<file path="src/rtl/safe_mode_seq_pkg.sv">
// safe_mode_seq_pkg
//   Shared types for the safe-mode switch sequencer: FSM state encoding,
//   the committed-configuration record and a one-hot helper.
package safe_mode_seq_pkg;

    // Upper bound on cluster size; cfg_t carries the master field at this
    // width and the sequencer uses the low NCORES bits (upper bits stay 0).
    localparam int unsigned MAX_CORES = 8;

    localparam logic CFG_TMR = 1'b0;
    localparam logic CFG_DMR = 1'b1;

    typedef enum logic [2:0] {
        IDLE,
        WAIT_CS,
        HALT,
        SYNC,
        APPLY,
        RELEASE,
        ABORT
    } state_t;

    typedef struct packed {
        logic [MAX_CORES-1:0] master;
        logic                 safe_mode;
        logic                 conf;
    } cfg_t;

    localparam cfg_t CFG_RESET = '{master: MAX_CORES'(1), safe_mode: 1'b0, conf: CFG_TMR};

    function automatic logic onehot(input logic [MAX_CORES-1:0] v);
        return (v != '0) && ((v & (v - MAX_CORES'(1))) == '0);
    endfunction

endpackage

</file>
<file path="src/rtl/safe_mode_seq.sv">
// safe_mode_seq
//   Applies a requested master-core / safe-mode / configuration change
//   safely: defers while a critical section is open, halts all cores,
//   triggers a master-to-shadow state sync, commits, then releases.
// Ports:
//   clk_i, rst_i (async, active-high)
//   master_core_i, safe_mode_i, safe_configuration_i : requested config
//   critical_section_i : software critical section open
//   halted_i, sync_done_i : core halt status / state-sync finished pulse
//   debug_req_o, sync_start_o : per-core halt request / sync start pulse
//   applied_master_o, applied_safe_mode_o, applied_config_o : committed config
//   busy_o, switch_done_o, timeout_o, req_invalid_o : status
module safe_mode_seq
    import safe_mode_seq_pkg::*;
#(
    parameter int unsigned      NCORES  = 3,
    parameter int unsigned      TO_W    = 16,
    parameter logic [TO_W-1:0]  TIMEOUT = TO_W'(1023)
) (
    input  logic              clk_i,
    input  logic              rst_i,
    input  logic [NCORES-1:0] master_core_i,
    input  logic              safe_mode_i,
    input  logic              safe_configuration_i,
    input  logic              critical_section_i,
    input  logic [NCORES-1:0] halted_i,
    input  logic              sync_done_i,
    output logic [NCORES-1:0] debug_req_o,
    output logic              sync_start_o,
    output logic [NCORES-1:0] applied_master_o,
    output logic              applied_safe_mode_o,
    output logic              applied_config_o,
    output logic              busy_o,
    output logic              switch_done_o,
    output logic              timeout_o,
    output logic              req_invalid_o
);

    state_t            r_state;
    logic [TO_W-1:0]   r_cnt;
    cfg_t              r_snap;
    cfg_t              r_fail_snap;
    cfg_t              r_applied;
    logic [NCORES-1:0] r_debug_req;
    logic              r_sync_start;
    logic              r_busy;
    logic              r_switch_done;
    logic              r_timeout;

    cfg_t              w_req;
    logic              w_valid;
    logic              w_pending;
    logic              w_all_halted;
    logic              w_all_running;

    always_comb begin
        w_req                     = '0;
        w_req.master[NCORES-1:0]  = master_core_i;
        w_req.safe_mode           = safe_mode_i;
        w_req.conf                = safe_configuration_i;
    end

    assign w_valid       = onehot(w_req.master);
    assign w_pending     = w_valid && (w_req != r_applied) && (w_req != r_fail_snap);
    assign w_all_halted  = &halted_i;
    assign w_all_running = ~|halted_i;

    always_ff @(posedge clk_i or posedge rst_i) begin
        if (rst_i) begin
            r_state       <= IDLE;
            r_cnt         <= '0;
            r_snap        <= CFG_RESET;
            r_fail_snap   <= CFG_RESET;
            r_applied     <= CFG_RESET;
            r_debug_req   <= '0;
            r_sync_start  <= 1'b0;
            r_busy        <= 1'b0;
            r_switch_done <= 1'b0;
            r_timeout     <= 1'b0;
        end else begin
            r_sync_start  <= 1'b0;
            r_switch_done <= 1'b0;
            if ((r_state == HALT || r_state == SYNC) && r_cnt != '1) begin
                r_cnt <= r_cnt + TO_W'(1);
            end

            case (r_state)
                IDLE: begin
                    if (w_pending) begin
                        r_snap <= w_req;
                        r_cnt  <= '0;
                        r_busy <= 1'b1;
                        if (critical_section_i) begin
                            r_state <= WAIT_CS;
                        end else begin
                            r_state     <= HALT;
                            r_debug_req <= '1;
                        end
                    end
                end
                WAIT_CS: begin
                    // Any request that would not be accepted from IDLE
                    // (including one reverting to applied) abandons the wait.
                    if (!w_pending) begin
                        r_state <= IDLE;
                        r_busy  <= 1'b0;
                        r_cnt   <= '0;
                    end else if (!critical_section_i) begin
                        r_state     <= HALT;
                        r_snap      <= w_req;
                        r_debug_req <= '1;
                        r_cnt       <= '0;
                    end
                end
                HALT: begin
                    if (w_all_halted) begin
                        r_state      <= SYNC;
                        r_sync_start <= 1'b1;
                        r_cnt        <= '0;
                    end else if (r_cnt == TIMEOUT) begin
                        r_state <= ABORT;
                        r_cnt   <= '0;
                    end
                end
                SYNC: begin
                    if (sync_done_i) begin
                        r_state <= APPLY;
                        r_cnt   <= '0;
                    end else if (r_cnt == TIMEOUT) begin
                        r_state <= ABORT;
                        r_cnt   <= '0;
                    end
                end
                APPLY: begin
                    r_applied   <= r_snap;
                    // Equal to the new applied value, so it can never block a request.
                    r_fail_snap <= r_snap;
                    r_timeout   <= 1'b0;
                    r_debug_req <= '0;
                    r_state     <= RELEASE;
                    r_cnt       <= '0;
                end
                RELEASE: begin
                    if (w_all_running) begin
                        r_state       <= IDLE;
                        r_switch_done <= 1'b1;
                        r_busy        <= 1'b0;
                        r_cnt         <= '0;
                    end
                end
                ABORT: begin
                    r_debug_req <= '0;
                    r_timeout   <= 1'b1;
                    r_fail_snap <= r_snap;
                    r_state     <= IDLE;
                    r_busy      <= 1'b0;
                    r_cnt       <= '0;
                end
                default: begin
                    r_state     <= IDLE;
                    r_debug_req <= '0;
                    r_busy      <= 1'b0;
                    r_cnt       <= '0;
                end
            endcase
        end
    end

    assign debug_req_o         = r_debug_req;
    assign sync_start_o        = r_sync_start;
    assign applied_master_o    = r_applied.master[NCORES-1:0];
    assign applied_safe_mode_o = r_applied.safe_mode;
    assign applied_config_o    = r_applied.conf;
    assign busy_o              = r_busy;
    assign switch_done_o       = r_switch_done;
    assign timeout_o           = r_timeout;
    assign req_invalid_o       = !w_valid;

endmodule

</file>
<file path="config.mk">
export PLATFORM = sky130hd
export DESIGN_NAME = safe_mode_seq
export DESIGN_NICKNAME = d
export VERILOG_FILES = /design/src/rtl/safe_mode_seq_pkg.sv /design/src/rtl/safe_mode_seq.sv
export SDC_FILE = /design/constraint.sdc
export NUM_CORES = 1
export LEC_CHECK = 0
export ABC_AREA = 1
export CORE_ASPECT_RATIO = 2
export CORE_MARGIN = 4
export CORE_UTILIZATION = 56
export DETAILED_ROUTE_END_ITERATION = 12
export PLACE_DENSITY = 0.79
export SLEW_MARGIN = 0
export SYNTH_ARGS = -nofsm -noshare
export SYNTH_HDL_FRONTEND = slang
export SYNTH_SLANG_ARGS = --single-unit
</file>
<file path="constraint.sdc">
create_clock -name clk_i -period 1.75 [get_ports clk_i]
set_input_delay 0.2625 -clock clk_i [delete_from_list [all_inputs] [get_ports clk_i]]
set_output_delay 0.2625 -clock clk_i [all_outputs]
set_load 0.05 [all_outputs]
</file>
### Yosys cells after proc, flatten, opt, wreduce, memory -nomap -nowiden

Index checks and enable logic that the tools add are counted.

* $add $sub $neg: 2
* multiply operators: 0
* div/mod/pow operators: 0
* order comparisons: 0
* equal/unequal tests: 18
* shift operators: 0
* mux-type cells: 34
* bitwise operators: 3
* reductions and logical operators: 21

Operators with widths (count)
* $mux W16: 8
* $pmux W16 S5: 1
* $mux W10: 3
* $mux W3: 9
* $ne A5 B10 Y1: 2
* $pmux W10 S2: 1
* $pmux W3 S6: 1
* $add A16 B1 Y16 const B: 1
* $eq A16 B10 Y1 const B: 1
* $ne A16 B16 Y1 const B: 1
* $ne A2 B2 Y1 const B: 6
* $eq A3 B3 Y1 const B: 3
* $reduce_and A3 Y1: 3
* $reduce_or A3 Y1: 3
* $and A3 B8 Y8: 1
* $logic_not A8 Y1: 1
* $reduce_and A4 Y1: 2
* $reduce_bool A8 Y1: 1
* $mux W1: 7
* $eq A3 B2 Y1 const B: 2
* $pmux W3 S2: 1
* $logic_and A1 B1 Y1: 4
* $pmux W1 S4: 1
* $reduce_bool A2 Y1: 2
* other kinds (11): 13

* register bits after elaboration: 56
* bits in latches: 0
* RAM bits: 0
* memory bits (read-only): 0
* input port bits: 12
* logic and storage cells: 94
* memories: 0

### Longest topological paths before layout

* word-level depth: 8
* mapped depth: 12

### Least setup slack after synthesis

OpenSTA, ideal clock, no wires.

* path kind: flip-flop to flip-flop
* start point: register r_applied, in the netlist applied_master_o[0]
* end point: register r_cnt[7]
* setup time: 111 ps
* arrival: 1547 ps
* data required time: 1639 ps
* setup slack: 92 ps
* cell stages (with the launch flop): 11
* path buffers: 1
* path through: dfstp_2 > inv_1 > nand2_1 > nand2_1 > nor2_1 > nand3_1 > nand4_2 > nand3_4 > buf_12 > nand2_2 > inv_2

* longest elaborated chain between the ends: 5
* elaborated cells between the ends (all ways): 6
* those cells by class: 1 x eq/ne; 3 x mux; 2 x reduce/logical

RTL lines
* start, declared: RTL line safe_mode_seq.sv:43 `cfg_t r_applied;`
* start signal, assigned: RTL line safe_mode_seq.sv:135 `r_applied <= r_snap;`
* $ne A5 B10 Y1 *: RTL line safe_mode_seq.sv:64 `assign w_pending = w_valid && (w_req != r_applied) && (w_req != r_fail_snap);`
* $logic_and A1 B1 Y1 * (2 in series): RTL line safe_mode_seq.sv:64
* $mux W16, on equally long branches: RTL line safe_mode_seq.sv:104, safe_mode_seq.sv:89
* $pmux W16 S5 *: RTL line safe_mode_seq.sv:87 `case (r_state)`
* end signal, assigned: RTL line safe_mode_seq.sv:84 `r_cnt <= r_cnt + TO_W'(1);`
* end, declared: RTL line safe_mode_seq.sv:40 `logic [TO_W-1:0] r_cnt;`

Mark *: on every way between the ends. The rest lies on a longest branch, timed or not.
A chain may end at the register's enable or synchronous reset.

### Worst setup path in the final report

* start point: register r_switch_done, in the netlist switch_done_o
* end point: output switch_done_o

RTL lines
* start, declared: RTL line safe_mode_seq.sv:47 `logic r_switch_done;`
* start signal, assigned: RTL line safe_mode_seq.sv:78 `r_switch_done <= 1'b0;`
* start signal, assigned: RTL line safe_mode_seq.sv:82 `r_switch_done <= 1'b0;`
* start signal, assigned: RTL line safe_mode_seq.sv:146 `r_switch_done <= 1'b1;`
* end, declared: RTL line safe_mode_seq.sv:34 `output logic switch_done_o,`

No word-level cell between the ends.

==> flow_summary.ini <==
[status]
outcome = finished clean

[timing]
timing.setup.tns_ns = 0
worst_pin_slew_ns = 0.5024
post-route-min-period_ns = 1.690
postLayoutSetupSlackWorst_ns = 0.05962
timing.final.crit_share_pct = 96.59
final-hold-violation-count = 0
final_number_of_setup_violating_endpoints = 0
maxSlewViolCount = 0
slew_headroom_pct = 66.40
clock.fmax_mhz = 591.6
worst_hold_slack_ns = 0.3247
worst_clock_skew_on_the_final_layout_ns = 0.008283

[yosys]
postSynthCellCount = 314
synth_warnings = 0
mappedNetlistNets = 327
synth.cell_area_mm2 = 0.002372
ys_seq_elements = 39
synth_cell_type_count = 37
ys_seq_area_share_pct = 41.30
synth.avg_cell_area_um2 = 7.555

[route]
vias_per_cell = 5.275
wl_met2_mm = 3.456
drtIter0Drc = 66
wire_per_inst_um = 13.77
drc_errors = 0
met3_length_um = 134
detail_route.wirelength_mm = 5.713
vias = 2189
firstDrtPassIters = 4
highest-signal-layer = met4
drtAntennaViolNets = 0
met1_length_mm = 1.859

[die]
std_cell_rows = 33
fp.dieArea_mm2 = 0.005404
core_region_area_mm2 = 0.004088
start_util_pct = 58.03
ios = 25
die_h_um = 100.0
x_dimension_of_the_die_um = 54.02

[worst_setup_path]
endpoint_kind = output pin
reg2regPathDepth = 9
worst-path-buf-inv = 1
crit_type = flip-flop to output pin
worstPathCellList = clkdlybuf4s50_1
critical_path_required_ns = 1.49
crit_path_max_incr_delay_ns = 0.80
critical_path_arrival_ns = 1.43
critical_path_peak_fanout = 1
worst_path_max_delay_cell = clkdlybuf4s50_1
worst_setup_path_start_kind = flip-flop
critical_path.top_delay_family = buffers and inverters
cp.depth = 1

[hold_path]
hp-class = primary input to asynchronous set/reset pin

[place]
gp_congestion = 0.8514
post-dp-hpwl_mm = 4.225
place.port_buffers = 24
preCtsSetupSlack_ns = -0.2449
placed_cells_incl_taps = 403

[finish]
drive_above_1_share_pct = 28.65
synthToLayoutAreaGrowth_pct = 25.90
nets = 375
n_fill_cell = 315
most_common_library_cell_in_the_layout_ignoring_fill_and_taps = nand2_1
antenna-diode-count = 0
highest_count_cells_in_the_layout_ignoring_fill_and_taps = nand2_1 (77), inv_1 (36), dfrtp_1 (36)
layoutNonFillerInstCount = 415

[clock_network]
cts_root_buffer = clkbuf_8
cts_buffer_depth = 2
h_tree_depth = 2
clkSinkCount = 39
cts_inserted_buffers = 5
clk-insertion-delay-late_ns = 0.30
clk_pin_slew_ns = 0.08
cts_tree = built

[global_routing]
antenna_found_initial = 0
first_global_vias = 2209
grt_overflow_total = 0
global_route.usage.total_pct = 23.11
first_pass_grt_wire_length_mm = 9.156
pin_count_of_the_biggest_net_entering_global_routing = 40

[power]
power_leakage_nw = 1.614
fin_total_pwr_mw = 4.397
largest_voltage_drop_on_the_vdd_net_mv = 1.292
power_density_mw_per_mm2 = 1472

[run]
drv_cap = 0
synthesized netlist by cell type, drive strengths merged:
cell / n / share of area, %
xor2: 3 / 1.1
inv: 60 / 9.5
o21ai: 22 / 4.6
dfstp: 3 / 3.3
a31o: 2 / 0.74
xnor2: 2 / 0.74
nand4: 7 / 2.1
nor2: 33 / 6.5
nand2: 83 / 14
nand3: 33 / 10
nand3b: 2 / 0.79
or2: 3 / 0.79
o31ai: 1 / 0.32
ha: 1 / 0.53
buf: 5 / 2.2
a21oi: 7 / 1.6
nor3: 8 / 2.1
clkbuf: 1 / 0.16
dfrtp: 36 / 38
nor4: 1 / 0.26
a31oi: 1 / 0.26
through the flow:
stage                     cell area (µm²)  util (%)
after floorplan                      2372         -
after global placement               2763     67.58
after detailed placement             2763     67.58
after CTS                            2919     71.41
after global routing                 2987     73.06
final                                2987     73.06
what timing repair did:
action | 4_1_cts | 5_1_grt
cloned | 0 | 1
buffers inserted | 1 | 2
gates resized for setup | 0 | 8
endpoints found under the hold margin | 0 | 0
hold buffers | 0 | 0
endpoints found under the setup margin | 4 | 15
pin swaps | 1 | 3
path summary, 6_finish.rpt:
| path | from | end | slack (ns) |
|---|---|---|---|
| hold reg to reg | busy_o$_DFFE_PP0P_ | busy_o$_DFFE_PP0P_ | 0.47 |
| min in group clk_i | master_core_i[1] | r_snap[3]$_DFFE_PP0P_ | 0.39 |
| max in group asynchronous | rst_i | applied_master_o[0]$_DFFE_PP1P_ | 1.16 |
| setup / recovery | switch_done_o$_DFF_PP0_ | switch_done_o | 0.06 |
| hold / removal | rst_i | r_snap[0]$_DFFE_PP0P_ | 0.32 |
| setup reg to reg | r_cnt[0]$_DFF_PP0_ | r_cnt[3]$_DFF_PP0_ | 0.08 |
layer usage:
| metal | up-vias | global-route usage, % |
|---|---|---|
| met5 | - | 0 |
| li1 | 1087 | - |
| met4 | 0 | 14.97 |
| met2 | 56 | 44.21 |
| met1 | 1023 | 20.58 |
| met3 | 23 | 2.823 |
state kept, by name, summed over array words and instances, names as in the netlist:
register,cells
r_cnt,16
r_state,3
r_fail_snap,5
r_snap,5
switch_done_o,1
timeout_o,1
applied_master_o,3
applied_safe_mode_o,1
busy_o,1
debug_req_o,1
sync_start_o,1
applied_config_o,1
layout make-up:
class	instances	area [µm²]	area share (%)
Sequential cell	39	979.7	32.80
Tap cell	52	65.06	2.178
Clock inverter	3	67.56	2.262
Clock buffer	5	68.82	2.304
Timing Repair Buffer	47	442.9	14.83
Multi-Input combinational cell	209	1137	38.08
Inverter	60	225.2	7.541
cell families (layout without fill, tap and decap cells):
kind of cell,count (synthesis),count (layout),synth area share [%]
xor gates and xnor gates,5,5,1.846
buffers and inverters,66,115,11.81
and+or+nand+nor,170,170,36.92
DFF,39,39,41.30
adders and majority gates,1,1,0.5273
AOI/OAI and AO/OA,33,33,7.595
report_power, final:
part,internal (mW),switching (mW),total (mW)
combinational,0.771,1.35,2.12
clock,0.569,0.327,0.895
sequential,1.16,0.216,1.38
total,2.50,1.89,4.40
Power figures use the tool's default switching activity.
